**src/rtl/pc_sequencer_if.sv**
```systemverilog
// Branch-resolve / fetch-PC bundle between execute, fetch and pc_sequencer.
// The master side is execute/fetch; the slave side is the sequencer.
interface pc_sequencer_if #(
   parameter int WordSize = 32
);
   logic                stall;
   logic                br_valid;
   logic                br_taken;
   logic [WordSize-1:0] br_target;
   logic                br_ready;
   logic [WordSize-1:0] pc;
   logic                fetch_valid;
   logic                flush;
   logic                br_misalign;

   modport master (
      output stall, br_valid, br_taken, br_target,
      input  br_ready, pc, fetch_valid, flush, br_misalign
   );

   modport slave (
      input  stall, br_valid, br_taken, br_target,
      output br_ready, pc, fetch_valid, flush, br_misalign
   );
endinterface

```
**src/rtl/pc_sequencer.sv**
```systemverilog
// Fetch PC sequencer: sequential fetch, taken-branch redirect, fixed-length flush.
// Optional build macro MISALIGN_TRAP_EN redirects misaligned taken targets to TrapVector.
//
// state    | meaning
// ---------+--------------------------------------------------------------
// ST_BOOT  | one cycle after reset, pc = ResetVector, no fetch
// ST_RUN   | fetching at pc, branches accepted, pc advances unless stalled
// ST_FLUSH | redirect in progress, flush asserted, pc holds the target
module pc_sequencer #(
   parameter int                  WordSize    = 32,
   parameter logic [WordSize-1:0] ResetVector = '0,
   parameter int                  FlushCycles = 2,
   parameter logic [WordSize-1:0] TrapVector  = WordSize'(32'h0000_0100)
) (
   input logic            clk,
   input logic            rst,
   pc_sequencer_if.slave  bus
);

   typedef enum logic [1:0] {
      ST_BOOT  = 2'd0,
      ST_RUN   = 2'd1,
      ST_FLUSH = 2'd2
   } state_t;

   localparam logic [3:0]          FlushInit = 4'(FlushCycles - 1);
   localparam logic [WordSize-1:0] PcStep    = WordSize'(4);
   localparam logic [WordSize-1:0] AlignMask = ~WordSize'(3);

   state_t              state_q, state_d;
   logic [WordSize-1:0] pc_q, pc_d;
   logic [3:0]          cnt_q, cnt_d;
   logic                take_branch;

`ifdef MISALIGN_TRAP_EN
   logic                mis_q, mis_d;
`endif

   // A branch only counts while ready, i.e. in RUN; anything else is dropped.
   assign take_branch = bus.br_valid && bus.br_taken && (state_q == ST_RUN);

   always_comb begin
      state_d = state_q;
      pc_d    = pc_q;
      cnt_d   = cnt_q;
`ifdef MISALIGN_TRAP_EN
      mis_d   = 1'b0;
`endif
      case (state_q)
         ST_BOOT: begin
            state_d = ST_RUN;
         end
         ST_RUN: begin
            if (take_branch) begin
               state_d = ST_FLUSH;
               cnt_d   = FlushInit;
`ifdef MISALIGN_TRAP_EN
               if (|bus.br_target[1:0]) begin
                  pc_d  = TrapVector;
                  mis_d = 1'b1;
               end else begin
                  pc_d  = bus.br_target;
               end
`else
               pc_d    = bus.br_target & AlignMask;
`endif
            end else if (!bus.stall) begin
               pc_d = pc_q + PcStep;
            end
         end
         ST_FLUSH: begin
            if (cnt_q == 4'd0) begin
               state_d = ST_RUN;
            end else begin
               cnt_d = cnt_q - 4'd1;
            end
         end
         default: begin
            state_d = ST_BOOT;
         end
      endcase
   end

   always_ff @(posedge clk) begin
      if (rst) begin
         state_q <= ST_BOOT;
         pc_q    <= ResetVector;
         cnt_q   <= 4'd0;
`ifdef MISALIGN_TRAP_EN
         mis_q   <= 1'b0;
`endif
      end else begin
         state_q <= state_d;
         pc_q    <= pc_d;
         cnt_q   <= cnt_d;
`ifdef MISALIGN_TRAP_EN
         mis_q   <= mis_d;
`endif
      end
   end

   assign bus.pc          = pc_q;
   assign bus.fetch_valid = (state_q == ST_RUN);
   assign bus.br_ready    = (state_q == ST_RUN);
   assign bus.flush       = (state_q == ST_FLUSH);

`ifdef MISALIGN_TRAP_EN
   // Set only on the edge entering FLUSH, so it covers the first flush cycle.
   assign bus.br_misalign = mis_q;
`else
   assign bus.br_misalign = 1'b0;
`endif

endmodule

```
**src/flat_wrapper.sv**
```systemverilog
// flat-port wrapper written by rule: the top's interface ports become plain ports
module pc_sequencer_flat 
#(
   parameter int                  WordSize    = 32,
   parameter logic [WordSize-1:0] ResetVector = '0,
   parameter int                  FlushCycles = 2,
   parameter logic [WordSize-1:0] TrapVector  = WordSize'(32'h0000_0100)
)
  (clk, rst, bus_stall, bus_br_valid, bus_br_taken, bus_br_target, bus_br_ready, bus_pc, bus_fetch_valid, bus_flush, bus_br_misalign);
  pc_sequencer_if #(.WordSize(WordSize)) bus_i ();
  input logic clk;
  input logic rst;
  input wire logic [$bits(bus_i.stall)-1:0] bus_stall;
  input wire logic [$bits(bus_i.br_valid)-1:0] bus_br_valid;
  input wire logic [$bits(bus_i.br_taken)-1:0] bus_br_taken;
  input wire logic [$bits(bus_i.br_target)-1:0] bus_br_target;
  output wire logic [$bits(bus_i.br_ready)-1:0] bus_br_ready;
  output wire logic [$bits(bus_i.pc)-1:0] bus_pc;
  output wire logic [$bits(bus_i.fetch_valid)-1:0] bus_fetch_valid;
  output wire logic [$bits(bus_i.flush)-1:0] bus_flush;
  output wire logic [$bits(bus_i.br_misalign)-1:0] bus_br_misalign;
  assign bus_i.stall = bus_stall;
  assign bus_i.br_valid = bus_br_valid;
  assign bus_i.br_taken = bus_br_taken;
  assign bus_i.br_target = bus_br_target;
  assign bus_br_ready = bus_i.br_ready;
  assign bus_pc = bus_i.pc;
  assign bus_fetch_valid = bus_i.fetch_valid;
  assign bus_flush = bus_i.flush;
  assign bus_br_misalign = bus_i.br_misalign;
  pc_sequencer #(.WordSize(WordSize), .ResetVector(ResetVector), .FlushCycles(FlushCycles), .TrapVector(TrapVector)) u_core (.clk(clk), .rst(rst), .bus(bus_i));
endmodule
```
**config.mk**
```make
export PLATFORM = sky130hd
export DESIGN_NAME = pc_sequencer_flat
export DESIGN_NICKNAME = d
export VERILOG_FILES = /design/src/rtl/pc_sequencer_if.sv /design/src/rtl/pc_sequencer.sv /design/src/flat_wrapper.sv
export SDC_FILE = /design/constraint.sdc
export NUM_CORES = 1
export LEC_CHECK = 0
export ABC_AREA = 1
export CAP_MARGIN = 20
export CORE_UTILIZATION = 52
export CTS_CLUSTER_SIZE = 12
export DETAILED_ROUTE_END_ITERATION = 10
export PLACE_DENSITY = 0.86
export SETUP_SLACK_MARGIN = 0.2
export SLEW_MARGIN = 30
export SYNTH_ARGS = -nofsm -noshare
export SYNTH_HDL_FRONTEND = slang
export SYNTH_SLANG_ARGS = --single-unit
```
**constraint.sdc**
```tcl
create_clock -name clk -period 2.4 [get_ports clk]
set_clock_uncertainty 0.1 [all_clocks]
set_input_delay 0.48 -clock clk [delete_from_list [all_inputs] [get_ports clk]]
set_output_delay 0.48 -clock clk [all_outputs]
set_load 0.005 [all_outputs]
```
# Word-level counts from Yosys, hierarchy flattened
# Cells that the tools add are included.
[classes]
reduce_logical = 8
mux = 8
n_addsub = 2
eq_ne = 6
[op_table]
columns = ["operator", "count"]
rows = [
  ["$mux 32", 2],
  ["$add 32x3->32 const B", 1],
  ["$mux 4", 2],
  ["$pmux 4 s2", 1],
  ["$ne 2x1->1 const B", 3],
  ["$pmux 2 s3", 1],
  ["$logic_not 4->1", 1],
  ["$mux 2", 2],
  ["$reduce_and 2->1", 2],
  ["$sub 4x1->4 const B", 1],
  ["$reduce_and 3->1", 1],
  ["$eq 2x1->1 const B", 1],
  ["$eq 2x2->1 const B", 1],
  ["$logic_and 1x1->1", 2],
  ["$logic_not 2->1", 1],
  ["$ne 2x2->1 const B", 1],
  ["$reduce_bool 2->1", 1],
]
[word_totals]
out_inout_bits = 36
wordCells = 27
inputBits = 37
ff_bits = 38

# Depth between registers and ports, before layout
[logic_depth]
ltp_word = 4
depth_mapped = 11
mapped_depth_nobuf = 10

# Worst setup path after synthesis
# Ideal clock, no wire load.
[synth_timing]
kind = "register -> register"
startpoint = "reg u_core.state_q[1]"
endpoint = "reg u_core.pc_q[8] (netlist: u_core.bus.pc[8])"
setup_time_ns = 0.133
synth_period_minus_slack_ns = 1.606
arrival_time_ns = 1.374
path_buffers = 1
required_time_ns = 2.167
path_stages_with_launch = 10
setup_slack_ns = 0.794
path_cell_list = "dfxtp_1 -> inv_1 -> ha_1 -> inv_2 -> nor2_2 -> nor2_2 -> buf_2 -> nor2_1 -> nand2_1 -> a31oi_1"
[synth_between]
elab_chain_cells = 4
elab_cells_between_ends = 5
classes_between = "2 x eq/ne; 1 x mux; 2 x reduce/logical"
[synth_rtl]
columns = ["element", "line_no", "rtl"]
rows = [
  ["start: declaration", "pc_sequencer.sv:30", "state_t state_q, state_d;"],
  ["start signal: assignment", "pc_sequencer.sv:93", "state_q <= state_d;"],
  ["$eq 2x1->1 (*)", "n/a", ""],
  ["via bus_br_ready", "flat_wrapper.sv:17", "output wire logic [$bits(bus_i.br_ready)-1:0] bus_br_ready;"],
  ["$logic_and 1x1->1", "pc_sequencer.sv:40", "assign take_branch = bus.br_valid && bus.br_taken && (state_q == ST_RUN);"],
  ["$ne 2x1->1 (no source line)", "n/a", ""],
  ["$reduce_and 2->1 (no source line)", "n/a", ""],
  ["end signal: assignment", "pc_sequencer.sv:87", "pc_q <= ResetVector;"],
  ["end signal: assignment", "pc_sequencer.sv:94", "pc_q <= pc_d;"],
  ["end: declaration", "pc_sequencer.sv:31", "logic [WordSize-1:0] pc_q, pc_d;"],
]
# The timed path passes the listed nets; every way through them passes the cells marked *.
# A chain may end at the register's enable or synchronous reset.

# Worst setup path after layout
[layout_timing]
startpoint = "reg u_core.state_q[0]"
endpoint = "out bus_flush"
[layout_between]
elab_chain_cells = 1
[layout_rtl]
columns = ["element", "line_no", "rtl"]
rows = [
  ["$eq 2x2->1", "pc_sequencer.sv:105", "assign bus.flush = (state_q == ST_FLUSH);"],
  ["end: declaration", "flat_wrapper.sv:20", "output wire logic [$bits(bus_i.flush)-1:0] bus_flush;"],
]
# No other way between the ends.

==> results.sh <==
export IMPL_max_clock_freq_mhz=476.8
export IMPL_core_um2=4723
export IMPL_drive_gt1_frac=0.06574
export IMPL_drcViolationCount=0
export IMPL_die_area_um2=5220
export IMPL_crit_required_ns=1.82
export IMPL_grt_overflow_total=0
export IMPL_setup_tns_ns=0
export IMPL_hold_depth=2
export IMPL_min_period_over_period=0.8738
export IMPL_p_leak_nw=1.215
export IMPL_gp_congestion=0.8890
export IMPL_avgViaCountPerCell=5.209
export IMPL_hold_violations=0
export IMPL_layout_commonest_cell="nand2_1"
export IMPL_first_pass_iters=4
export IMPL_worstSetupStartpointType="flip-flop"
export IMPL_grt_pass1_wl_mm=11.50
export IMPL_grt_max_degree=25
export IMPL_die_y_um=72.25
export IMPL_crit_arrival_ns=1.52
export IMPL_cts_hold_buf=0
export IMPL_rows=25
export IMPL_syn_area_um2=2566
export IMPL_setup_viol=0
export IMPL_cts_resized=0
export IMPL_rrSetupSlack_ns=0.45
export IMPL_met1_usage=0.3540
export IMPL_status="complete, no violations"
export IMPL_synth_warnings=0
export IMPL_area_growth_synth_to_final_pct=32.67
export IMPL_cp_depth=3
export IMPL_path_class="reg2out"
export IMPL_synth_seq_cells=36
export IMPL_clkSlewWorstSetupHoldPaths_ns=0.08
export IMPL_clk_latency_ns=0.30
export IMPL_antenna_left=0
export IMPL_diodes=0
export IMPL_period_needed_ns=2.097
export IMPL_nets=544
export IMPL_avgSynthCellArea_um2=5.899
export IMPL_final_cell_mix="132 x nand2_1, 68 x nor2_1, 67 x clkdlybuf4s50_1"
export IMPL_cts_htree_levels=2
export IMPL_rr_startpoint="u_core.state_q[1]"
export IMPL_synth_top_area_frac=0.2808
export IMPL_grt_use_met3=0.04028
export IMPL_grt_pass1_vias=2646
export IMPL_grt_util_met2=0.4808
export IMPL_drv_cap=0
export IMPL_rsz0062_at_grt="no"
export IMPL_clockBufferDepth=2
export IMPL_cts_root_buf="clkbuf_8"
export IMPL_io_buffers=67
export IMPL_busiest_layer="met2"
export IMPL_cts_made_buffers=5
export IMPL_crit_chain="inv_1, ha_1, clkdlybuf4s50_1"
export IMPL_critPathMaxStageDelay_ns=0.54
export IMPL_post_synth_num_cell_types=29
export IMPL_grt_antenna_before_repair=0
export IMPL_synthCells=435
export IMPL_critPathBufInv=2
export IMPL_cts_tree="done"
export IMPL_ir_drop_mv=0.5054
export IMPL_layoutNonFillerInstCount=569
export IMPL_drt_wl_total_mm=6.828
export IMPL_yosysSeqAreaShare=0.2808
export IMPL_final_max_slew_violation_count=0
export IMPL_hold_path_startpoint="u_core.state_q[1]"
export IMPL_crit_family="buffers and inverters"
export IMPL_power_density_nw_per_um2=606.8
export IMPL_crit_path_top_delay_cell="clkdlybuf4s50_1"
export IMPL_yosysTopAreaCell="dfxtp_1"
export IMPL_via_count=2964
export IMPL_min_path_type="reg2reg"
export IMPL_reg2reg_depth=8
export IMPL_clkSinkCount=36
export IMPL_post_drt_wl_per_cell_um=12.00
export IMPL_die_width_um=72.25
export IMPL_path_max_fanout=6
export IMPL_r2r_end="u_core.bus.pc[11]"
export IMPL_ios=73
export IMPL_start_util=0.5433
export IMPL_drtIter0Drc=183
export IMPL_dp_hpwl_mm=5.122
export IMPL_dp_cells=561
export IMPL_post_cts_buffers=0
export IMPL_synth_area_leaders="dfxtp_1 28%, nand2_1 19%, nor2_1 9.9%"
export IMPL_worstHoldEndpoint="u_core.state_q[1]"
export IMPL_crit_path_end_kind="output port"
export IMPL_grt_use_total=0.2755
-- cell usage after synthesis --
master    number
a211oi_1       3
a21oi_1       17
a22oi_1        2
a311oi_1       1
a31oi_1        9
and2_1         1
and3_1         1
buf_2          9
buf_4          4
clkbuf_1       5
conb_1         1
dfxtp_1       36
ha_1           6
inv_1         46
inv_2          2
nand2_1      132
nand2_2        2
nand3_1       46
nand3b_1       2
nand4_1        5
nor2_1        68
nor2_2         7
nor2_4         6
nor3_1         9
nor3b_1        1
nor4_1         1
o211ai_1       6
o21ai_0        6
o31ai_1        1
-- cells by family (layout without fill, tap and decap cells) --
kind of cell | count (synthesis) | after routing | share of synthesized area
buffers and inverters | 66 | 131 | 0.1068
adder cells (fa/ha/maj) | 6 | 6 | 0.02925
other | 1 | 3 | 0.001461
AO/OA/AOI/OAI | 45 | 45 | 0.1053
flip-flops | 36 | 36 | 0.2808
AND/OR/NAND/NOR | 281 | 281 | 0.4764
-- state kept, by name, indices dropped and copies added (netlist names) --
| register | cells |
|---|---|
| u_core.bus.pc | 30 |
| u_core.cnt_q | 4 |
| u_core.state_q | 2 |
-- metal layers --
| layer | part of all wire | wire length (µm) | vias up |
|---|---|---|---|
| met2 | 0.47 | 3210 | 90 |
| met4 | 0.010 | 70 | 0 |
| met3 | 0.052 | 358 | 9 |
| met5 | 0 | 0 | - |
| met1 | 0.47 | 3189 | 1350 |
| li1 | - | - | 1515 |
-- metrics by stage --
step                      worst slack [ns]  cell area [µm²]    util  total power [W]  hold WS, ns
after global placement              0.2033             3307  0.7001         0.001575       0.3681
final                               0.3028             3405  0.7208         0.002066       0.4055
after detailed placement            0.1720             3307  0.7001         0.001594       0.3919
after CTS                           0.2996             3405  0.7208         0.002063       0.4026
after floorplan                     0.7937             2574       -         0.001275       0.3489
after global routing                0.2459             3405  0.7208         0.002200       0.4189
-- cell type report --
type                       count  area [µm²]
clock buffer                   6       82.58
clock inverter                 2       15.01
fill                         425        1319
inverter                      48       180.2
multi-input combinational    335        1579
sequential                    36       720.7
tap                           67       83.83
timing repair buffer          75       743.2
-- how the worst max path moves through the flow --
stage	from	to	slack [ns]
2_1_floorplan	u_core.state_q[1]	u_core.bus.pc[8]	0.79
3_3_place_gp	bus_br_valid	u_core.bus.pc[11]	0.20
3_5_place_dp	bus_br_taken	u_core.bus.pc[11]	0.17
4_1_cts	u_core.state_q[0]	bus_flush	0.30
5_1_grt	u_core.state_q[0]	bus_flush	0.25
6_report	u_core.state_q[0]	bus_flush	0.30
-- worst register-to-register path, delay by kind of cell, from the launching register on --
kind / cells / cell delay, ns
buf+inv: 3 / 0.40
simple gates: 2 / 0.49
flops: 1 / 0.34
compound gates: 2 / 0.27
fa+ha+maj: 1 / 0.24
-- power breakdown --
group | internal, W | leakage [nW] | total [W] | switching, W
Clock | 0.000233 | 0.0434 | 0.000477 | 0.000244
Sequential | 0.000674 | 0.292 | 0.000755 | 0.0000810
Combinational | 0.000375 | 0.880 | 0.000835 | 0.000460
(Power assumes the default switching activity.)
